===== src/rtl/ex_pkg.sv =====
// ex_pkg: shared widths, branch-kind encodings and the condition-code flag triple.
package ex_pkg;
    localparam int DW = 16;
    localparam int RW = 3;
    localparam logic [2:0] BR_NONE = 3'b000;
    localparam logic [2:0] BR_BEQZ = 3'b001;
    localparam logic [2:0] BR_BNEZ = 3'b010;
    localparam logic [2:0] BR_BLTZ = 3'b011;
    localparam logic [2:0] BR_BGEZ = 3'b100;
    localparam logic [2:0] BR_JUMP = 3'b101;
    localparam logic [2:0] BR_BOV  = 3'b110;
    localparam logic [2:0] BR_RSVD = 3'b111;
    typedef struct packed {
        logic z;
        logic v;
        logic n;
    } flags_t;
endpackage


===== src/rtl/ex_mem_stage_br_cond.sv =====
// br_cond: branch-taken decision from the branch kind, ALU flags and the committed overflow flag.
module br_cond
    import ex_pkg::*;
(
    input  logic [2:0] br_type,
    input  logic       z,
    input  logic       n,
    input  logic       cc_v,
    output logic       taken
);
    always_comb begin
        taken = (br_type == BR_BEQZ) ? z :
                (br_type == BR_BNEZ) ? ~z :
                (br_type == BR_BLTZ) ? n :
                (br_type == BR_BGEZ) ? ~n :
                (br_type == BR_JUMP) ? 1'b1 :
                (br_type == BR_BOV)  ? cc_v : 1'b0;
    end
endmodule


===== src/rtl/ex_mem_stage.sv =====
// ex_mem_stage: EX/MEM pipeline register with condition-code register and one-cycle branch redirect.
module ex_mem_stage
    import ex_pkg::*;
#(
    parameter int DW = ex_pkg::DW,
    parameter int RW = ex_pkg::RW
) (
    input  logic          clk,
    input  logic          rst,
    input  logic          in_valid,
    output logic          in_ready,
    input  logic [DW-1:0] alu_out,
    input  logic          z,
    input  logic          v,
    input  logic          n,
    input  logic          set_flags,
    input  logic [2:0]    br_type,
    input  logic [DW-1:0] br_target,
    input  logic [DW-1:0] pc_plus2,
    input  logic          link,
    input  logic [RW-1:0] rd,
    input  logic          reg_we,
    input  logic          mem_re,
    input  logic          mem_we,
    input  logic [DW-1:0] store_data,
    input  logic          flush,
    output logic          out_valid,
    input  logic          out_ready,
    output logic [DW-1:0] out_result,
    output logic [RW-1:0] out_rd,
    output logic          out_reg_we,
    output logic          out_mem_re,
    output logic          out_mem_we,
    output logic [DW-1:0] out_store_data,
    output logic          cc_z,
    output logic          cc_v,
    output logic          cc_n,
    output logic          redirect_valid,
    output logic [DW-1:0] redirect_pc
);
    flags_t cc;
    logic   accept;
    logic   taken;

    assign in_ready = ~out_valid | out_ready;
    // Anything offered during a redirect cycle is wrong-path and silently dropped.
    assign accept   = in_valid & in_ready & ~flush & ~redirect_valid;
    assign {cc_z, cc_v, cc_n} = cc;

    br_cond u_br_cond (
        .br_type (br_type),
        .z       (z),
        .n       (n),
        .cc_v    (cc.v),
        .taken   (taken)
    );

    always_ff @(posedge clk) begin
        if (rst) begin
            out_valid      <= 1'b0;
            out_result     <= '0;
            out_rd         <= '0;
            out_reg_we     <= 1'b0;
            out_mem_re     <= 1'b0;
            out_mem_we     <= 1'b0;
            out_store_data <= '0;
            cc             <= '0;
            redirect_valid <= 1'b0;
            redirect_pc    <= '0;
        end else begin
            redirect_valid <= accept & taken;
            if (accept & taken)
                redirect_pc <= br_target;
            if (accept & set_flags)
                cc <= '{z: z, v: v, n: n};
            if (accept) begin
                out_valid      <= 1'b1;
                out_result     <= link ? pc_plus2 : alu_out;
                out_rd         <= rd;
                out_reg_we     <= reg_we;
                out_mem_re     <= mem_re;
                out_mem_we     <= mem_we;
                out_store_data <= store_data;
            end else if (flush | out_ready) begin
                out_valid <= 1'b0;
            end
        end
    end
endmodule


===== config.mk =====
export PLATFORM = sky130hd
export DESIGN_NAME = ex_mem_stage
export DESIGN_NICKNAME = d
export VERILOG_FILES = /design/src/rtl/ex_pkg.sv /design/src/rtl/ex_mem_stage_br_cond.sv /design/src/rtl/ex_mem_stage.sv
export SDC_FILE = /design/constraint.sdc
export NUM_CORES = 1
export LEC_CHECK = 0
export CAP_MARGIN = 20
export CORE_MARGIN = 5
export CORE_UTILIZATION = 30
export CTS_CLUSTER_DIAMETER = 200
export CTS_CLUSTER_SIZE = 25
export DETAILED_ROUTE_END_ITERATION = 16
export PLACE_DENSITY = 0.66
export SYNTH_ARGS = -nofsm -noshare
export SYNTH_HDL_FRONTEND = slang
export SYNTH_SLANG_ARGS = --single-unit

===== constraint.sdc =====
create_clock -name clk -period 2.05 [get_ports clk]
set_input_delay 0.3075 -clock clk [delete_from_list [all_inputs] [get_ports clk]]
set_output_delay 0.3075 -clock clk [all_outputs]
set_load 0.01 [all_outputs]

* Word level (Yosys, flattened, before mapping) *
Cells that the tools add are included.

storage, ports and cells
  flip-flop bits (word level) = 59
  input bits = 83
  output and inout port bits = 60
  logic and storage cells = 40

operators by class
  equality and inequality tests = 6
  multiplexer cells = 9
  bitwise operators = 12
  reductions and logical operators = 1

operator list
  kind                                                  count
  2-to-1 mux 16 bit                                     1
  equality test 3 bit (second input constant)           3
  2-to-1 mux 1 bit                                      8
  equality test 3 x 2 -> 1 bit (second input constant)  2
  bitwise AND 1 bit                                     5
  NOT 1 bit                                             5
  equality test 3 x 1 -> 1 bit (second input constant)  1
  OR 1 bit                                              2
  nonzero test 2 bit                                    1

* Longest topological paths before layout *
Gate-level depths: netlist (run 1).

  depth in word-level cells = 8
  mapped depth = 6
  depth with buffers taken out = 4

* Modules after synthesis *
A second synthesis (run 1) with hierarchy kept.

second synthesis, totals
  cell total of the unflattened synthesis = 288
  area total of the unflattened synthesis = 2910.3 sq um

modules (own cells, without submodules)
  module        times used  cells each  area each (sq um)  seq. area each (sq um)
  ex_mem_stage  1           280         2842.7             1181.1
  br_cond       1           8           67.6               0.0

* Worst setup path before layout (run 1) *
OpenSTA, ideal clock, no wires.

  path type = reg-to-reg
  start point = register out_valid
  end point = register redirect_pc[10]
  setup time = 0.072 ns
  arrival time = 1.817 ns
  data required time = 1.978 ns
  setup slack = 0.161 ns
  cell stages (with the launch flop) = 7
  buffers on the path = 2
  period minus slack after synthesis = 1.889 ns
  path through = dfxtp_1 -> nor2b_4 -> or3_1 -> buf_2 -> a2111oi_4 -> buf_6 -> mux2i_1

between the ends
  longest elaborated chain between the ends = 6

ends and longest elaborated chain
  what                            line                source
  start, declared                 ex_mem_stage.sv:27  output logic out_valid,
  start signal, assigned          ex_mem_stage.sv:60  out_valid <= 1'b0;
  start signal, assigned          ex_mem_stage.sv:77  out_valid <= 1'b1;
  start signal, assigned          ex_mem_stage.sv:85  out_valid <= 1'b0;
  NOT 1 bit                       ex_mem_stage.sv:45  assign in_ready = ~out_valid | out_ready;
  OR 1 bit                        ex_mem_stage.sv:45
  bitwise AND 1 bit (3 in a row)  ex_mem_stage.sv:47  assign accept = in_valid & in_ready & ~flush & ~redirect_valid;
  bitwise AND 1 bit               ex_mem_stage.sv:72  if (accept & taken)
  end signal, assigned            ex_mem_stage.sv:73  redirect_pc <= br_target;
  end, declared                   ex_mem_stage.sv:39  output logic [DW-1:0] redirect_pc

Every way passes these cells.
A chain may end at the register's enable or synchronous reset.

* Final worst setup path (run 1) *
  start point = input out_ready
  end point = output in_ready

between the ends
  longest elaborated chain between the ends = 1

ends and longest elaborated chain
  what             line                source
  start, declared  ex_mem_stage.sv:28  input logic out_ready,
  OR 1 bit         ex_mem_stage.sv:45
  end, declared    ex_mem_stage.sv:11  output logic in_ready,

Every way passes these cells.

==> results of run 1 <==
[cell type report]
type	count	area share
Timing Repair Buffer	151	0.3650
Sequential cell	59	0.2810
Multi-Input combinational cell	182	0.2742
Clock buffer	12	0.03930
Tap cell	102	0.03037
Clock inverter	2	0.008336
Inverter	2	0.001786
[where the power goes]
part / total (W) / switching [W] / internal (W) / leakage, nW
logic: 0.000521 / 0.000194 / 0.000327 / 0.958
registers: 0.00123 / 0.0000294 / 0.00121 / 0.482
clock network: 0.00106 / 0.000415 / 0.000645 / 0.104
total: 0.00282 / 0.000638 / 0.00218 / 1.54
[metal layers]
| layer | share of wire | global-route usage |
|---|---|---|
| met2 | 0.48 | 0.2273 |
| met4 | 0.0087 | 0.05042 |
| met1 | 0.43 | 0.1731 |
| met5 | 0 | 0 |
| met3 | 0.076 | 0.04558 |
[state kept, by name, summed over array words and instances (netlist names)]
signal / flops
out_result: 16
out_store_data: 16
redirect_pc: 16
out_rd: 3
cc_n: 1
cc_v: 1
cc_z: 1
out_mem_re: 1
out_mem_we: 1
out_reg_we: 1
out_valid: 1
redirect_valid: 1
[cell families (layout without fill, tap and decap cells)]
family | after synthesis | count (layout) | synth area share
buffers and inverters | 21 | 167 | 0.03677
AO/OA/AOI/OAI | 43 | 43 | 0.1186
flip-flops | 59 | 59 | 0.4889
AND/OR/NAND/NOR | 105 | 105 | 0.2149
multiplexers | 34 | 34 | 0.1409
[per-stage QoR]
stage	setup TNS, ns	hold WS, ns	cell area, µm²
2_1_floorplan	0	0.3860	2416
3_3_place_gp	0	0.4420	4003
3_5_place_dp	-0.009896	0.4463	4003
4_1_cts	0	0.4056	4203
5_1_grt	0	0.4579	4203
6_report	0	0.4202	4203
[how the worst max path moves through the flow]
stage / startpoint / end / slack [ns] / cells past startpoint
after floorplan: out_valid$_SDFFE_PP0P_ / redirect_pc[10]$_SDFFE_PP0P_ / 0.16 / 6
after global placement: out_ready / redirect_pc[5]$_SDFFE_PP0P_ / 0.04 / 6
after detailed placement: br_type[0] / redirect_pc[12]$_SDFFE_PP0P_ / -0.006 / 6
after CTS: out_ready / in_ready / 0.10 / 5
after global routing: out_ready / in_ready / 0.06 / 5
final: out_ready / in_ready / 0.11 / 5
[cells in the final DEF, fill, tap and decap left out, drive strengths merged]
master / synthesis / layout
clkdlybuf4s50: 0 / 141
a21oi: 23 / 23
inv: 2 / 2
or4b: 1 / 1
nand3: 1 / 1
or3: 1 / 1
clkinv: 0 / 1
nor2: 18 / 18
nor2b: 3 / 3
a22o: 1 / 1
a211oi: 18 / 18
nand2b: 34 / 34
nand2: 45 / 45
bufinv: 0 / 1
mux2i: 34 / 34
clkbuf: 15 / 12
nor3: 2 / 2
a2111oi: 1 / 1
buf: 4 / 10
dfxtp: 59 / 59
[worst max-delay path, cell delays in order]
cell,delay [ns]
sky130_fd_sc_hd__clkdlybuf4s50_1,0.50
sky130_fd_sc_hd__nor2b_4,0.05
sky130_fd_sc_hd__buf_4,0.14
sky130_fd_sc_hd__inv_1,0.06
sky130_fd_sc_hd__clkdlybuf4s50_1,0.56
==> flow_summary.html, run 1 <==
<table>
<tr><th>Metric</th><th>Value</th></tr>
<tr><th colspan="2">Job</th></tr>
<tr><td>Count of max-cap constraint violations</td><td>0</td></tr>
<tr><th colspan="2">Min path</th></tr>
<tr><td>Hold WC Path Type</td><td>input port to flop</td></tr>
<tr><td>Count of cells along the worst hold path</td><td>2</td></tr>
<tr><td>Startpoint of the lowest-slack hold path</td><td>rst</td></tr>
<tr><td>Endpoint with the worst hold slack</td><td>out_store_data[3]$_SDFFE_PP0P_</td></tr>
<tr><th colspan="2">Die</th></tr>
<tr><td>Floorplan die height</td><td>around 100 µm</td></tr>
<tr><td>Initial core utilization</td><td>0.3111</td></tr>
<tr><td>Horiz. Die Dim</td><td>about 100 µm</td></tr>
<tr><td>Core area</td><td>7767 µm²</td></tr>
<tr><td>Num ports</td><td>roughly 140</td></tr>
<tr><td>Overall die area</td><td>~9900 µm²</td></tr>
<tr><td>Site Rows</td><td>32</td></tr>
<tr><th colspan="2">Global routing</th></tr>
<tr><td>Global-route wire length before repair</td><td>approximately 11000 µm</td></tr>
<tr><td>Aggregate global-route resource usage</td><td>0.1400</td></tr>
<tr><td>Global route total overflow</td><td>0</td></tr>
<tr><td>Number of global-route vias before repair</td><td>between 2000 and 2500</td></tr>
<tr><td>Maximum number of pins on one net before global-route repair</td><td>56</td></tr>
<tr><td>Number of antenna violations at the first check in global routing</td><td>0</td></tr>
<tr><th colspan="2">Clock tree</th></tr>
<tr><td>Clock Root Buffer</td><td>sky130_fd_sc_hd__clkbuf_8</td></tr>
<tr><td>Hold_buf cts</td><td>0</td></tr>
<tr><td>Count of H-tree levels built during CTS</td><td>3</td></tr>
<tr><td>Clock slew at the register clock pins of the worst setup and hold paths</td><td>about 0.060 ns</td></tr>
<tr><td>Later-pin clock latency in the skew report</td><td>0.32 ns</td></tr>
<tr><td>Post-CTS setup buffers</td><td>0</td></tr>
<tr><td>Clock Path Buffers</td><td>2</td></tr>
<tr><td>Number of clock buffers inserted by TritonCTS</td><td>9</td></tr>
<tr><td>Clk sink count</td><td>just under 60</td></tr>
<tr><td>Resize count post-CTS</td><td>0</td></tr>
<tr><td>TritonCTS clock tree</td><td>built</td></tr>
<tr><th colspan="2">Timing</th></tr>
<tr><td>Minimum setup slack in the final design</td><td>~0.11 ns</td></tr>
<tr><td>Max_slew headroom</td><td>0.7264</td></tr>
<tr><td>Clock period minus worst slack</td><td>between 1.5 and 2 ns</td></tr>
<tr><td>Share of the clock period used by the worst path</td><td>0.9445</td></tr>
<tr><td>RSZ-0062 raised after global routing</td><td>no</td></tr>
<tr><td>Max Clock Freq</td><td>just over 0.5 GHz</td></tr>
<tr><td>Transition at the pin with the smallest max-transition slack</td><td>0.4103 ns</td></tr>
<tr><td>Final-report hold violation count</td><td>0</td></tr>
<tr><td>Final max-slew violation count</td><td>0</td></tr>
<tr><td>Final setup viols</td><td>0</td></tr>
<tr><td>Clk_skew</td><td>roughly 0.0055 ns</td></tr>
<tr><th colspan="2">Detailed routing</th></tr>
<tr><td>Iteration-0 DRC Markers</td><td>27</td></tr>
<tr><td>DRC</td><td>0</td></tr>
<tr><td>Average detailed-routed wire length per instance</td><td>between 10 and 15 µm</td></tr>
<tr><td>Detailed-routing iteration count for the pre-antenna-repair pass</td><td>4</td></tr>
<tr><td>DR vias</td><td>2287</td></tr>
<tr><td>Per-cell via count in the routed design</td><td>between 4 and 5</td></tr>
<tr><td>Total Routed Length</td><td>6989 µm</td></tr>
<tr><td>Number of nets still failing antenna checks after routing</td><td>0</td></tr>
<tr><th colspan="2">Critical path</th></tr>
<tr><td>Worst setup path category</td><td>input port to output pin</td></tr>
<tr><td>Setup slack of the worst register-to-register path</td><td>roughly 0.45 ns</td></tr>
<tr><td>Max FO, Critical Path</td><td>3</td></tr>
<tr><td>Category of the worst setup path launch point</td><td>input port</td></tr>
<tr><td>End of the worst register-to-register path</td><td>redirect_pc[12]$_SDFFE_PP0P_</td></tr>
<tr><td>Critical path endpoint category</td><td>output pin</td></tr>
<tr><td>Worst reg2reg path depth</td><td>5</td></tr>
<tr><td>Data arrival time at the worst-slack endpoint</td><td>1.63 ns</td></tr>
<tr><td>Data required time at the worst endpoint</td><td>1.74 ns</td></tr>
<tr><td>Crit Reg-Reg Startpoint</td><td>out_valid$_SDFFE_PP0P_</td></tr>
<tr><th colspan="2">Synthesis</th></tr>
<tr><td>Count of yosys warnings during synthesis</td><td>0</td></tr>
<tr><td>Syn Nets</td><td>345</td></tr>
<tr><td>Ys flop type</td><td>sky130_fd_sc_hd__dfxtp_1</td></tr>
<tr><td>Commonest cells in the synthesized netlist</td><td>59 x sky130_fd_sc_hd__dfxtp_1, 45 x sky130_fd_sc_hd__nand2_1, 34 x sky130_fd_sc_hd__mux2i_1, 33 x sky130_fd_sc_hd__nand2b_1, 23 x sky130_fd_sc_hd__a21oi_1</td></tr>
<tr><td>Top cell type by total area after synthesis</td><td>sky130_fd_sc_hd__dfxtp_1</td></tr>
<tr><td>Library cells used by synthesis</td><td>22</td></tr>
<tr><td>Synthesized instance count</td><td>roughly 260</td></tr>
<tr><td>Area share of the largest cell type after synthesis</td><td>0.4889</td></tr>
<tr><td>FF+latch count, synth</td><td>between 50 and 60</td></tr>
<tr><td>Top cells by area in the synthesized netlist</td><td>sky130_fd_sc_hd__dfxtp_1 49%, sky130_fd_sc_hd__mux2i_1 14%, sky130_fd_sc_hd__nand2b_1 8.5%, sky130_fd_sc_hd__nand2_1 7.0%, sky130_fd_sc_hd__a211oi_1 5.6%</td></tr>
<tr><td>Average cell area after synthesis</td><td>slightly above 9 µm²</td></tr>
<tr><td>Count of flip-flops with a built-in enable after synthesis</td><td>0</td></tr>
<tr><td>Mapped cell area</td><td>~2400 µm²</td></tr>
<tr><td>Proportion of synthesized flip-flops having asynchronous set or reset</td><td>0</td></tr>
<tr><td>Most numerous cell in the Yosys netlist</td><td>sky130_fd_sc_hd__dfxtp_1</td></tr>
<tr><td>Proportion of synthesized chip area in sequential cells</td><td>0.4889</td></tr>
<tr><th colspan="2">Final layout</th></tr>
<tr><td>Area of the multi-input gates</td><td>approximately 1200 µm²</td></tr>
<tr><td>Filler instances</td><td>around 730</td></tr>
<tr><td>Area overhead of the layout relative to synthesis</td><td>73.95%</td></tr>
<tr><td>Antenna diodes</td><td>0</td></tr>
<tr><td>Net count reported at finish</td><td>about 500</td></tr>
<tr><td>Count of non-filler cells in the finished layout</td><td>510</td></tr>
<tr><td>Utilization of the core after routing</td><td>0.5411</td></tr>
<tr><td>Sequential cell area</td><td>roughly 1200 µm²</td></tr>
<tr><td>Layout cells sized above 1</td><td>0.06863</td></tr>
<tr><th colspan="2">Place</th></tr>
<tr><td>Final Wtd Congestion</td><td>0.7492</td></tr>
<tr><td>Worst-case setup slack after placement</td><td>-0.006253 ns</td></tr>
<tr><td>Final HPWL DP</td><td>5381 µm</td></tr>
<tr><td>Placed Instances</td><td>~500</td></tr>
<tr><td>Port Buffers</td><td>~140</td></tr>
<tr><th colspan="2">Power</th></tr>
<tr><td>Leakage power summed over all cells</td><td>approximately 1.5 nW</td></tr>
<tr><td>Total power divided by cell area</td><td>roughly 670 nW/µm²</td></tr>
<tr><td>Total Power Consumption</td><td>between 0.002 and 0.003 W</td></tr>
<tr><td>VDD IR max</td><td>between 0.2 and 0.3 mV</td></tr>
<tr><th colspan="2">Outcome</th></tr>
<tr><td>Run status</td><td>complete, no violations</td></tr>
</table>
(Power assumes the default switching activity.)
==> inputs of run 2 (changes only) <==
--- a/config.mk
+++ b/config.mk
@@ -11,7 +11,7 @@
 export CTS_CLUSTER_DIAMETER = 200
 export CTS_CLUSTER_SIZE = 25
 export DETAILED_ROUTE_END_ITERATION = 16
-export PLACE_DENSITY = 0.66
+export PLACE_DENSITY_LB_ADDON = 0.05
 export SYNTH_ARGS = -nofsm -noshare
 export SYNTH_HDL_FRONTEND = slang
 export SYNTH_SLANG_ARGS = --single-unit
==> run 2 against run 1 <==
  * Clock-buffer cell count is 1 lower
  * Flip-flop and latch count stayed put
  * Final area is 0.33% higher
  * Register-to-register slack hardly changed
  * Sequential power hardly changed
  * Critical endpoint unchanged
  * Largest cell class unchanged
==> flow_summary.html, run 2 (same netlist as run 1, synthesis figures left out) <==
<table>
<tr><th>Metric</th><th>Value</th></tr>
<tr><th colspan="2">Outcome</th></tr>
<tr><td>Run status</td><td>complete, no violations</td></tr>
<tr><th colspan="2">Clock tree</th></tr>
<tr><td>Hold_buf cts</td><td>0 (unchanged)</td></tr>
<tr><td>Post-CTS setup buffers</td><td>0 (unchanged)</td></tr>
<tr><td>Number of clock buffers inserted by TritonCTS</td><td>9 (unchanged)</td></tr>
<tr><td>Clock slew at the register clock pins of the worst setup and hold paths</td><td>0.06 ns (about the same)</td></tr>
<tr><td>Clock Root Buffer</td><td>sky130_fd_sc_hd__clkbuf_8</td></tr>
<tr><td>Resize count post-CTS</td><td>0 (unchanged)</td></tr>
<tr><td>Clock Path Buffers</td><td>2 (unchanged)</td></tr>
<tr><td>Clk sink count</td><td>59 (unchanged)</td></tr>
<tr><td>TritonCTS clock tree</td><td>built</td></tr>
<tr><td>Count of H-tree levels built during CTS</td><td>3 (unchanged)</td></tr>
<tr><td>Later-pin clock latency in the skew report</td><td>0.33 ns (about the same)</td></tr>
<tr><th colspan="2">Critical path</th></tr>
<tr><td>Worst reg2reg path depth</td><td>5 (unchanged)</td></tr>
<tr><td>Critical path endpoint category</td><td>output pin</td></tr>
<tr><td>Category of cells accounting for the largest share of critical-path delay</td><td>buffers and inverters</td></tr>
<tr><td>Ordered list of cells on the worst path</td><td>clkdlybuf4s50_1 &gt; nor2b_4 &gt; buf_4 &gt; inv_1 &gt; clkdlybuf4s50_1</td></tr>
<tr><td>Critical-path top delay cell</td><td>sky130_fd_sc_hd__clkdlybuf4s50_1</td></tr>
<tr><td>Most common cell on crit path</td><td>sky130_fd_sc_hd__clkdlybuf4s50_1</td></tr>
<tr><td>Max FO, Critical Path</td><td>3 (unchanged)</td></tr>
<tr><td>Worst setup path category</td><td>input port to output pin</td></tr>
<tr><td>Data required time at the worst endpoint</td><td>1.74 ns (about the same)</td></tr>
<tr><td>Launch point of the critical path</td><td>out_ready</td></tr>
<tr><td>Data arrival time at the worst-slack endpoint</td><td>1.62 ns (about the same)</td></tr>
<tr><td>Category of the worst setup path launch point</td><td>input port</td></tr>
<tr><td>CP peak stage delay</td><td>0.56 ns (about the same)</td></tr>
<tr><td>Logic depth of the worst path, buffers included</td><td>5 (unchanged)</td></tr>
<tr><td>CP bufs+invs</td><td>4 (unchanged)</td></tr>
<tr><td>Crit Reg-Reg Startpoint</td><td>out_valid$_SDFFE_PP0P_</td></tr>
<tr><th colspan="2">Final layout</th></tr>
<tr><td>Filler instances</td><td>726 (unchanged)</td></tr>
<tr><td>Most frequent cells in the layout</td><td>141 x sky130_fd_sc_hd__clkdlybuf4s50_1, 59 x sky130_fd_sc_hd__dfxtp_1, 45 x sky130_fd_sc_hd__nand2_1</td></tr>
<tr><td>Antenna diodes</td><td>0 (unchanged)</td></tr>
<tr><td>Layout cells sized above 1</td><td>0.07317 (+0.004543)</td></tr>
<tr><td>Count of non-filler cells in the finished layout</td><td>512 (+0.39%)</td></tr>
<tr><td>Net count reported at finish</td><td>488 (unchanged)</td></tr>
<tr><td>Post-route design area</td><td>4217 µm² (+0.33%)</td></tr>
<tr><td>Area overhead of the layout relative to synthesis</td><td>74.52%</td></tr>
<tr><td>Most frequent standard cell in the layout excluding fill and tap cells</td><td>sky130_fd_sc_hd__clkdlybuf4s50_1</td></tr>
<tr><td>Largest registers ranked by flip-flop count</td><td>out_result (16), out_store_data (16), redirect_pc (16)</td></tr>
<tr><th colspan="2">Place</th></tr>
<tr><td>Final Wtd Congestion</td><td>0.7244 (-3.3%)</td></tr>
<tr><td>Placed Instances</td><td>496 (unchanged)</td></tr>
<tr><td>Port Buffers</td><td>142 (unchanged)</td></tr>
<tr><td>Area after DPL</td><td>3990 µm² (-0.31%)</td></tr>
<tr><td>Final HPWL DP</td><td>5077 µm (-5.7%)</td></tr>
<tr><th colspan="2">Global routing</th></tr>
<tr><td>Number of antenna violations at the first check in global routing</td><td>0 (unchanged)</td></tr>
<tr><td>Number of global-route vias before repair</td><td>2274 (-0.96%)</td></tr>
<tr><td>Met2 global-route usage</td><td>0.2227 (-0.004618)</td></tr>
<tr><td>Global-route wire length before repair</td><td>11160 µm (+0.19%)</td></tr>
<tr><td>Global route total overflow</td><td>0 (unchanged)</td></tr>
<tr><td>Met1 capacity usage during global routing</td><td>0.1678 (-0.005296)</td></tr>
<tr><td>Highest-utilization routing layer at the global route stage</td><td>met2</td></tr>
<tr><td>Met3 routing resource usage after global routing</td><td>0.07363 (+0.02805)</td></tr>
<tr><td>Aggregate global-route resource usage</td><td>0.1415 (+0.001543)</td></tr>
<tr><td>Maximum number of pins on one net before global-route repair</td><td>56 (unchanged)</td></tr>
<tr><th colspan="2">Detailed routing</th></tr>
<tr><td>DRC</td><td>0 (unchanged)</td></tr>
<tr><td>Detailed-routing iteration count for the pre-antenna-repair pass</td><td>4 (unchanged)</td></tr>
<tr><td>Total Routed Length</td><td>6884 µm (-1.5%)</td></tr>
<tr><td>Average detailed-routed wire length per instance</td><td>13.45 µm (-1.9%)</td></tr>
<tr><td>Number of nets still failing antenna checks after routing</td><td>0 (unchanged)</td></tr>
<tr><td>DR vias</td><td>2275 (-0.52%)</td></tr>
<tr><td>Iteration-0 DRC Markers</td><td>47 (+74%)</td></tr>
<tr><td>Per-cell via count in the routed design</td><td>4.443 (-0.91%)</td></tr>
<tr><th colspan="2">Die</th></tr>
<tr><td>Num ports</td><td>143 (unchanged)</td></tr>
<tr><td>Core area</td><td>7767 µm² (unchanged)</td></tr>
<tr><td>Floorplan die height</td><td>99.74 µm (unchanged)</td></tr>
<tr><td>Horiz. Die Dim</td><td>99.74 µm (unchanged)</td></tr>
<tr><td>Initial core utilization</td><td>0.3111 (unchanged)</td></tr>
<tr><td>Overall die area</td><td>9948 µm² (unchanged)</td></tr>
<tr><td>Site Rows</td><td>32 (unchanged)</td></tr>
<tr><th colspan="2">Timing</th></tr>
<tr><td>RSZ-0062 raised after global routing</td><td>no</td></tr>
<tr><td>Clk_skew</td><td>0.006738 ns (+0.001206 ns)</td></tr>
<tr><td>Share of the clock period used by the worst path</td><td>0.9410 (-0.003520)</td></tr>
<tr><td>Clock period minus worst slack</td><td>1.929 ns (-0.007217 ns)</td></tr>
<tr><td>Final setup viols</td><td>0 (unchanged)</td></tr>
<tr><td>Max_slew headroom</td><td>0.7223 (-0.004138)</td></tr>
<tr><td>Final max-slew violation count</td><td>0 (unchanged)</td></tr>
<tr><td>Max Clock Freq</td><td>0.5184 GHz (+0.37%)</td></tr>
<tr><td>Transition at the pin with the smallest max-transition slack</td><td>0.4165 ns (+0.006207 ns)</td></tr>
<tr><td>Final-report hold violation count</td><td>0 (unchanged)</td></tr>
<tr><th colspan="2">Power</th></tr>
<tr><td>Leakage power summed over all cells</td><td>1.555 nW (+0.66%)</td></tr>
<tr><td>Total power divided by cell area</td><td>699.3 nW/µm² (+4.4%)</td></tr>
<tr><td>VDD IR max</td><td>0.3796 mV (+30%)</td></tr>
<tr><th colspan="2">Min path</th></tr>
<tr><td>Startpoint of the lowest-slack hold path</td><td>rst</td></tr>
<tr><td>Hold WC Path Type</td><td>input port to flop</td></tr>
<tr><td>Count of cells along the worst hold path</td><td>2 (unchanged)</td></tr>
<tr><th colspan="2">Job</th></tr>
<tr><td>Count of max-cap constraint violations</td><td>0 (unchanged)</td></tr>
</table>
## run 2: cell count changes in the layout (fill, tap and decap cells not counted), sizes merged
cell,previous run,this run
clkinv,1,3
bufinv,1,2
clkbuf,12,11
## run 2: where the power goes
group / total [W] / switching [W] / internal (W) / leakage [nW]
registers: 0.00123 / 0.0000281 / 0.00120 / 0.482
logic: 0.000519 / 0.000195 / 0.000324 / 0.954
clock network: 0.00120 / 0.000452 / 0.000744 / 0.119
total: 0.00295 / 0.000675 / 0.00227 / 1.55
## run 2: final cells by class
cell class | count | area (µm²) | share of cell area
sequential | 59 | 1181 | 0.2801
multi-input combinational | 182 | 1152 | 0.2733
clock buffer | 11 | 151.4 | 0.03591
timing repair buffer | 151 | 1521 | 0.3608
clock inverter | 5 | 75.07 | 0.01780
tap | 102 | 127.6 | 0.03027
inverter | 2 | 7.507 | 0.001780
## run 2: path summary, 6_finish.rpt
path,to,slack [ns]
worst max-delay path,in_ready,0.12
worst min register to register,out_rd[1]$_SDFFE_PP0P_,0.45
worst max register to register,redirect_pc[7]$_SDFFE_PP0P_,0.45
worst min-delay path,cc_n$_SDFFE_PP0P_,0.39
## run 2: per-layer routing
| metal | up-vias | wire [µm] | share of wire |
|---|---|---|---|
| li1 | 1164 | - | - |
| met3 | 12 | 704 | 0.10 |
| met1 | 1008 | 2891 | 0.42 |
| met4 | 0 | 97 | 0.014 |
| met5 | - | 0 | 0 |
| met2 | 91 | 3190 | 0.46 |
## run 2: metrics by stage
| stage | total power [W] | setup TNS, ns | hold WS [ns] | util | setup slack (ns) |
|---|---|---|---|---|---|
| after detailed placement | 0.001786 | -0.05527 | 0.4465 | 0.5137 | -0.01339 |
| final | 0.002949 | 0 | 0.3904 | 0.5428 | 0.1209 |
| after floorplan | 0.001455 | 0 | 0.3860 | - | 0.1614 |
| after global placement | 0.001782 | 0 | 0.4409 | 0.5137 | 0.02877 |
| after global routing | 0.003094 | 0 | 0.4111 | 0.5428 | 0.06688 |
| after CTS | 0.003000 | 0 | 0.3825 | 0.5428 | 0.1071 |
==> inputs of run 3 (changes only) <==
--- a/config.mk
+++ b/config.mk
@@ -5,9 +5,10 @@
 export SDC_FILE = /design/constraint.sdc
 export NUM_CORES = 1
 export LEC_CHECK = 0
+export ABC_CLOCK_PERIOD_IN_PS = 2050
 export CAP_MARGIN = 20
 export CORE_MARGIN = 5
-export CORE_UTILIZATION = 30
+export CORE_UTILIZATION = 37
 export CTS_CLUSTER_DIAMETER = 200
 export CTS_CLUSTER_SIZE = 25
 export DETAILED_ROUTE_END_ITERATION = 16
==> run 3 against run 2 <==
  * Register-to-register slack about the same
  * Cell count decreased by 4.9%
  * Critical path depth unchanged
  * Final area decreased by 1.2%
  * Clock skew decreased by 0.0016 ns
  * Sequential share of layout area increased by 0.35 points
  * Core utilization increased by 11 points
  * Die area decreased by 17%
  * Total power decreased by 5.9%
  * Wire length decreased by 4.3%
  * Sequential power about the same
  * Critical path type unchanged
==> flow_summary.html, run 3 (same netlist as run 1, synthesis figures left out) <==
<table>
<tr><th>Metric</th><th>Value</th></tr>
<tr><th colspan="2">Outcome</th></tr>
<tr><td>Run status</td><td>complete, no violations</td></tr>
<tr><th colspan="2">Clock tree</th></tr>
<tr><td>Clock Path Buffers</td><td>2 (unchanged)</td></tr>
<tr><td>Post-CTS setup buffers</td><td>0 (unchanged)</td></tr>
<tr><td>Resize count post-CTS</td><td>0 (unchanged)</td></tr>
<tr><td>Later-pin clock latency in the skew report</td><td>0.33 ns (about the same)</td></tr>
<tr><td>Clk sink count</td><td>59 (unchanged)</td></tr>
<tr><td>Clock Root Buffer</td><td>sky130_fd_sc_hd__clkbuf_8</td></tr>
<tr><td>Hold_buf cts</td><td>0 (unchanged)</td></tr>
<tr><td>Clock slew at the register clock pins of the worst setup and hold paths</td><td>0.06 ns (about the same)</td></tr>
<tr><td>TritonCTS clock tree</td><td>built</td></tr>
<tr><td>Number of clock buffers inserted by TritonCTS</td><td>9 (unchanged)</td></tr>
<tr><td>Count of H-tree levels built during CTS</td><td>3 (unchanged)</td></tr>
<tr><th colspan="2">Final layout</th></tr>
<tr><td>Layout cells sized above 1</td><td>0.07317 (unchanged)</td></tr>
<tr><td>Count of non-filler cells in the finished layout</td><td>487 (-4.9%)</td></tr>
<tr><td>Antenna diodes</td><td>0 (unchanged)</td></tr>
<tr><td>Largest registers ranked by flip-flop count</td><td>out_result (16), out_store_data (16), redirect_pc (16)</td></tr>
<tr><td>Most frequent cells in the layout</td><td>141 x sky130_fd_sc_hd__clkdlybuf4s50_1, 59 x sky130_fd_sc_hd__dfxtp_1, 45 x sky130_fd_sc_hd__nand2_1</td></tr>
<tr><td>Area overhead of the layout relative to synthesis</td><td>72.35%</td></tr>
<tr><td>Most frequent standard cell in the layout excluding fill and tap cells</td><td>sky130_fd_sc_hd__clkdlybuf4s50_1</td></tr>
<tr><td>Net count reported at finish</td><td>489 (+0.20%)</td></tr>
<tr><th colspan="2">Critical path</th></tr>
<tr><td>Critical path endpoint category</td><td>output pin</td></tr>
<tr><td>Data required time at the worst endpoint</td><td>1.74 ns (about the same)</td></tr>
<tr><td>Ordered list of cells on the worst path</td><td>clkdlybuf4s50_1 &gt; nor2b_4 &gt; buf_4 &gt; inv_1 &gt; clkdlybuf4s50_1</td></tr>
<tr><td>Most common cell on crit path</td><td>sky130_fd_sc_hd__clkdlybuf4s50_1</td></tr>
<tr><td>Critical-path top delay cell</td><td>sky130_fd_sc_hd__clkdlybuf4s50_1</td></tr>
<tr><td>Max FO, Critical Path</td><td>3 (unchanged)</td></tr>
<tr><td>Data arrival time at the worst-slack endpoint</td><td>1.64 ns (+0.02 ns)</td></tr>
<tr><td>CP peak stage delay</td><td>0.56 ns (about the same)</td></tr>
<tr><td>Category of the worst setup path launch point</td><td>input port</td></tr>
<tr><td>Worst setup path category</td><td>input port to output pin</td></tr>
<tr><th colspan="2">Global routing</th></tr>
<tr><td>Aggregate global-route resource usage</td><td>0.1573 (+0.01581)</td></tr>
<tr><td>Number of antenna violations at the first check in global routing</td><td>0 (unchanged)</td></tr>
<tr><td>Maximum number of pins on one net before global-route repair</td><td>42 (-25%)</td></tr>
<tr><td>Number of global-route vias before repair</td><td>2208 (-2.9%)</td></tr>
<tr><td>Global route total overflow</td><td>0 (unchanged)</td></tr>
<tr><td>Global-route wire length before repair</td><td>10500 µm (-5.9%)</td></tr>
<tr><th colspan="2">Detailed routing</th></tr>
<tr><td>Detailed-routing iteration count for the pre-antenna-repair pass</td><td>4 (unchanged)</td></tr>
<tr><td>Iteration-0 DRC Markers</td><td>31 (-34%)</td></tr>
<tr><td>Total Routed Length</td><td>6585 µm (-4.3%)</td></tr>
<tr><td>Average detailed-routed wire length per instance</td><td>13.52 µm (+0.57%)</td></tr>
<tr><td>Per-cell via count in the routed design</td><td>4.630 (+4.2%)</td></tr>
<tr><td>Number of nets still failing antenna checks after routing</td><td>0 (unchanged)</td></tr>
<tr><td>DR vias</td><td>2255 (-0.88%)</td></tr>
<tr><td>DRC</td><td>0 (unchanged)</td></tr>
<tr><th colspan="2">Die</th></tr>
<tr><td>Floorplan die height</td><td>90.81 µm (-9.0%)</td></tr>
<tr><td>Overall die area</td><td>8246 µm² (-17%)</td></tr>
<tr><td>Initial core utilization</td><td>0.3805 (+0.06944)</td></tr>
<tr><td>Horiz. Die Dim</td><td>90.81 µm (-9.0%)</td></tr>
<tr><td>Core area</td><td>6350 µm² (-18%)</td></tr>
<tr><td>Site Rows</td><td>29 (-9.4%)</td></tr>
<tr><td>Num ports</td><td>143 (unchanged)</td></tr>
<tr><th colspan="2">Power</th></tr>
<tr><td>Leakage power summed over all cells</td><td>1.546 nW (-0.60%)</td></tr>
<tr><td>Sequential share of power</td><td>0.445 (+0.027)</td></tr>
<tr><td>Switching power total</td><td>0.0006471 W (-4.1%)</td></tr>
<tr><td>Clock network fraction of design power</td><td>0.368 (-0.038)</td></tr>
<tr><td>Logic pwr share</td><td>0.187 (+0.011)</td></tr>
<tr><td>Share of total power consumed by net switching</td><td>0.2333 (+0.004393)</td></tr>
<tr><td>Total power divided by cell area</td><td>666.2 nW/µm² (-4.7%)</td></tr>
<tr><td>VDD IR max</td><td>0.4252 mV (+12%)</td></tr>
<tr><td>Pint</td><td>0.002127 W (-6.5%)</td></tr>
<tr><th colspan="2">Timing</th></tr>
<tr><td>Max_slew headroom</td><td>0.7103 (-0.01198)</td></tr>
<tr><td>Minimum setup slack in the final design</td><td>0.1036 ns (-0.01738 ns)</td></tr>
<tr><td>Clk_skew</td><td>0.005090 ns (-0.001648 ns)</td></tr>
<tr><td>RSZ-0062 raised after global routing</td><td>no</td></tr>
<tr><td>Max Clock Freq</td><td>0.5138 GHz (-0.89%)</td></tr>
<tr><td>Final max-slew violation count</td><td>0 (unchanged)</td></tr>
<tr><td>Final hold slack</td><td>0.3856 ns (-0.004778 ns)</td></tr>
<tr><td>Share of the clock period used by the worst path</td><td>0.9495 (+0.008477)</td></tr>
<tr><td>Clock period minus worst slack</td><td>1.946 ns (+0.01738 ns)</td></tr>
<tr><td>Final-report hold violation count</td><td>0 (unchanged)</td></tr>
<tr><td>Transition at the pin with the smallest max-transition slack</td><td>0.4319 ns (+0.01537 ns)</td></tr>
<tr><td>Final setup viols</td><td>0 (unchanged)</td></tr>
<tr><th colspan="2">Place</th></tr>
<tr><td>Final HPWL DP</td><td>4948 µm (-2.5%)</td></tr>
<tr><td>Final Wtd Congestion</td><td>0.7599 (+4.9%)</td></tr>
<tr><td>Placed Instances</td><td>472 (-4.8%)</td></tr>
<tr><td>Worst-case setup slack after placement</td><td>-0.008941 ns (+0.004448 ns)</td></tr>
<tr><td>Port Buffers</td><td>142 (unchanged)</td></tr>
<tr><th colspan="2">Job</th></tr>
<tr><td>Count of max-cap constraint violations</td><td>0 (unchanged)</td></tr>
<tr><th colspan="2">Min path</th></tr>
<tr><td>Hold WC Path Type</td><td>input port to flop</td></tr>
</table>
-- run 3: changes by cell type in the layout (fill, tap and decap cells not counted) --
cell and change:
sky130_fd_sc_hd__bufinv_16 -2, sky130_fd_sc_hd__clkbuf_8 +3, sky130_fd_sc_hd__clkinv_2 -2, sky130_fd_sc_hd__buf_4 +1
-- run 3: final timing paths --
check | start | endpoint | slack, ns | cells after the start
worst max-delay path | out_ready | in_ready | 0.10 | 5
worst min-delay path | rst | out_result[0]$_SDFFE_PP0P_ | 0.39 | 2
worst max register to register | out_valid$_SDFFE_PP0P_ | redirect_pc[13]$_SDFFE_PP0P_ | 0.46 | 5
worst min register to register | out_store_data[3]$_SDFFE_PP0P_ | out_store_data[3]$_SDFFE_PP0P_ | 0.45 | 2
-- run 3: final cells by class --
cell class,count,area [µm²]
clock buffer,14,192.7
clock inverter,1,5.005
fill,539,2186
inverter,2,7.507
multi-input combinational,182,1152
sequential,59,1181
tap,77,96.34
timing repair buffer,152,1529
-- run 3: per-layer routing --
metal  share of wire  up-vias  GRT usage
met4          0.0093        0    0.06601
met1            0.43      988     0.1896
met5               0        -          0
met3           0.099        8    0.06500
li1                -     1167          -
met2            0.46       92     0.2464
-- run 3: through the flow --
stage | TNS (ns) | util | instance area [µm²] | power, W
global route | 0 | 0.6558 | 4164 | 0.002902
detailed placement | -0.009887 | 0.6246 | 3966 | 0.001785
floorplan | 0 | - | 2416 | 0.001455
global placement | 0 | 0.6246 | 3966 | 0.001780
CTS | 0 | 0.6558 | 4164 | 0.002820
finish | 0 | 0.6558 | 4164 | 0.002774
-- run 3: worst max-delay path: cells and delay by family --
kind | cells | cell delay [ns]
buffers and inverters | 4 | 1.28
AND/OR/NAND/NOR | 1 | 0.05
-- run 3: power groups by stage --
stage               clock [W]  combinational, W  sequential (W)
finish                0.00102          0.000519         0.00123
global route          0.00110          0.000562         0.00124
CTS                   0.00106          0.000528         0.00123
detailed placement          0          0.000526         0.00126
global placement            0          0.000522         0.00126
floorplan                   0          0.000169         0.00129
==> patch 1 (settings of run 2) <==
Reset style: asynchronous (`rst`), changed in one clocked block.
--- a/src/rtl/ex_mem_stage.sv
+++ b/src/rtl/ex_mem_stage.sv
@@ -56,5 +56,5 @@
     );
 
-    always_ff @(posedge clk) begin
+    always_ff @(posedge clk or posedge rst) begin
         if (rst) begin
             out_valid      <= 1'b0;
Formal check against the unedited RTL: differs if rst is asserted again (counterexample within 4 cycles, from zero or initial values and one cycle with rst high); with rst held inactive, the same outputs for 10 cycles.
==> patch 1 against run 2 <==
- setup slack got worse by 0.045 ns
- global-route usage fell by 0.47 points
- area after synthesis rose by 0.67%
- highest routed layer unchanged
- synthesized cell count fell by 34%
- routed wire length fell by 3.7%
- cell area rose by 1.4%
- sequential cell count did not move
- register-to-register slack got worse by 0.35 ns
Power is not compared: it rests on default switching activity, and its combinational part moved more than twofold at a synthesized area within 25%.
==> patch 1: results (changes against run 2) <==
pre-CTS setup slack - -0.307 ns (-0.294 ns)
Synth Flop Type - dfrtp_1
# port buffers - 142 (unchanged)
first-pass GRT wire length - 10.5 mm (-6.1%)
status - completed
routability cong. - 0.683 (-5.7%)
post-synthesis sequential area ratio - 60.7% (+12 points)
Routed WL - 6.63 mm (-3.7%)
count of cell types in the netlist - 20 (-9.1%)
Crit Reg-Reg Endpoint - redirect_pc[15]
worst-case clock buffer depth - 2 (unchanged)
Synth area leaders - dfrtp_1 (61%), mux2_2 (14%), mux2i_1 (6.6%)
antenna-violating nets left - 0 (unchanged)
placed insts - 417 (-16%)
Worst Tran Pin Value - 0.552 ns (+0.135 ns)
Via density - 4.31 (-2.9%)
Pre-antenna DRT Iters - 2 (-2)
proportion of synthesized flip-flops having asynchronous set or reset - 100% (+100 points)
R2R Path Start - redirect_valid
hold crit path type - primary input to async pin
Cells after Synth - 172 (-34%)
worst hold slack - 0.305 ns (-0.0854 ns)
r2r worst-path depth - 6 (+1)
gr usage total - 13.7% (-0.47 points)
Syn Nets - 255 (-26%)
R2R Setup Slk - 0.10 ns (-0.35 ns)
Clock Skew - 0.00713 ns (+0.000397 ns)
Synth top cells by count - dfrtp_1 (59), mux2_2 (31), nand2_1 (17), o21ai_0 (17), mux2i_1 (16)
Max stage delay on crit path - 0.51 ns (-0.05 ns)
CTS clk-pin slew, worst paths - 0.07 ns
layout cells sized above 1 - 21.6% (+14 points)
First DRT Iteration DRCs - 37 (-21%)
vias - 1877 (-17%)
Data arrival, critical path - 2.18 ns (+0.56 ns)
dpl cell area - 0.00405 mm² (+1.4%)
diodes inserted - 0 (unchanged)
HPWL after detailed placement - 5.02 mm (-1.1%)
CP Max Fanout - 7 (+4)
pin count of the biggest net entering global routing - 55 (-1.8%)
synth warn - 0 (unchanged)
via count of the first global-routing pass - 2037 (-10%)
nets@finish - 411 (-16%)
[patch 1: power by group]
group	internal, mW	total (mW)	switching, mW	leakage, nW
combinational	0.791	1.20	0.413	1.02
clock	0.588	1.04	0.449	0.0991
sequential	1.41	1.54	0.124	0.711
total	2.79	3.78	0.987	1.83
[patch 1: logic make-up after synthesis]
family	count (synthesis)	share of synthesized area, %
and+or+nand+nor	24	4.84
DFF	59	60.7
AOI/OAI and AO/OA	21	5.50
buffers and inverters	12	2.47
muxes	56	26.5
[patch 1: metal layers]
layer	share of wire [%]	global-route usage, %
met1	41	16.5
met2	47	20.5
met3	11	7.71
met4	0.69	4.97
met5	0	0
[patch 1: worst max-delay path by stage]
stage,startpoint,to,slack [ns],cells past startpoint
final,out_ready,redirect_pc[15],0.08,7
after global routing,redirect_valid,redirect_pc[15],0.03,6
after CTS,out_valid,redirect_pc[15],0.06,5
after detailed placement,out_ready,redirect_pc[15],-0.31,6
after global placement,out_ready,redirect_pc[12],-0.27,6
after floorplan,out_valid,redirect_pc[0],-0.04,6
[patch 1: timing repair]
item	in CTS	in global routing
gates resized for setup	0	1
setup buffers	0	1
endpoints found under the setup margin	0	4
[patch 1: final cells by class]
type,instances,area [µm²]
clock inverters,5,52.6
well taps,102,128
clock buffers,11,141
flip-flops and latches,59,1480
multi-input cells,101,901
fillers,719,3530
inverters,3,11.3
repair buffers,154,1570
==> patch 2 (settings of run 2) <==
Made on the original files. `DW`: 16 -> 20.
--- a/src/rtl/ex_pkg.sv
+++ b/src/rtl/ex_pkg.sv
@@ -1,5 +1,5 @@
 // ex_pkg: shared widths, branch-kind encodings and the condition-code flag triple.
 package ex_pkg;
-    localparam int DW = 16;
+    localparam int DW = 20;
     localparam int RW = 3;
     localparam logic [2:0] BR_NONE = 3'b000;
Ports: changed (7 resized); port bits go from 143 to 171. No check against the original RTL was run, so the function may have changed too.
==> patch 2 against run 2 <==
- clock skew grew 0.0044 ns
- sequential cell count increased by 12
- setup slack better by 0.0046 ns
- area after synthesis grew 20%
- routed wire length increased by 20%
- worst hold slack improved by 0.063 ns
- highest routed layer unchanged
- power grew 16%
- cell area grew 19%
==> patch 2: results (changes against run 2) <==
gr usage total - 13.9% (-0.27 points)
met1 Resource Use GR - 17.3% (+0.57 points)
VDD IR-drop max - 0.376 mV (-1.0%)
Synth top cells by count - dfxtp_1 (71), nand2_1 (53), mux2i_1 (42), nand2b_1 (42), a21oi_1 (27)
GR Layer Usage met3 - 4.84% (-2.5 points)
Core Rows - 36 (+13%)
Routed WL - 8.23 mm (+20%)
fillers - 940 (+29%)
layout cells sized above 1 - 5.75% (-1.6 points)
pin count of the biggest net entering global routing - 92 (+64%)
Clock-cell share - 4.75% (-0.62 points)
Leakage - 1.83 nW (+18%)
Comb power - 0.615 mW (+18%)
count of cell types in the netlist - 19 (-14%)
# port buffers - 170 (+20%)
P_int - 2.65 mW (+16%)
DR WL met3 - 721 µm (+2.4%)
dpl cell area - 0.00477 mm² (+20%)
status - completed
met2 wire length - 3.86 mm (+21%)
HPWL after detailed placement - 6.12 mm (+21%)
nets@finish - 581 (+19%)
WL met1 - 3.59 mm (+24%)
Syn Nets - 414 (+20%)
non-clk buf share - 36.1% (+0.058 points)
First DRT Iteration DRCs - 75 (+60%)
Hold EP - out_store_data[12]
CTS clk-pin slew, worst paths - 0.08 ns (+0.02 ns)
Multi-input gate area - 0.00136 mm² (+18%)
clock share of power - 38.6% (-2.0 points)
-- patch 2: changes by cell type after synthesis, sizes merged --
cell    before  now
nor2        18   22
a21oi       23   27
dfxtp       59   71
a211oi      18   22
mux2i       34   42
nand2       45   53
buf          4    6
clkbuf      15   18
nand2b      34   42
-- patch 2: worst max-delay path by stage --
stage                        start  slack (ns)              to  depth (start not counted)
global route             out_ready        0.09        in_ready                          5
CTS                      out_ready        0.10        in_ready                          5
detailed placement       out_ready       -0.01  redirect_pc[0]                          6
global placement         out_ready        0.02  redirect_pc[1]                          6
finish                   out_ready        0.13        in_ready                          5
floorplan           redirect_valid        0.40  redirect_pc[0]                          6
-- patch 2: cell families after synthesis --
family | count (synthesis) | synth area share (%)
AOI/OAI and AO/OA | 51 | 11.6
buffers and inverters | 26 | 4.27
and+or+nand+nor | 125 | 20.7
muxes | 42 | 14.5
DFF | 71 | 48.9
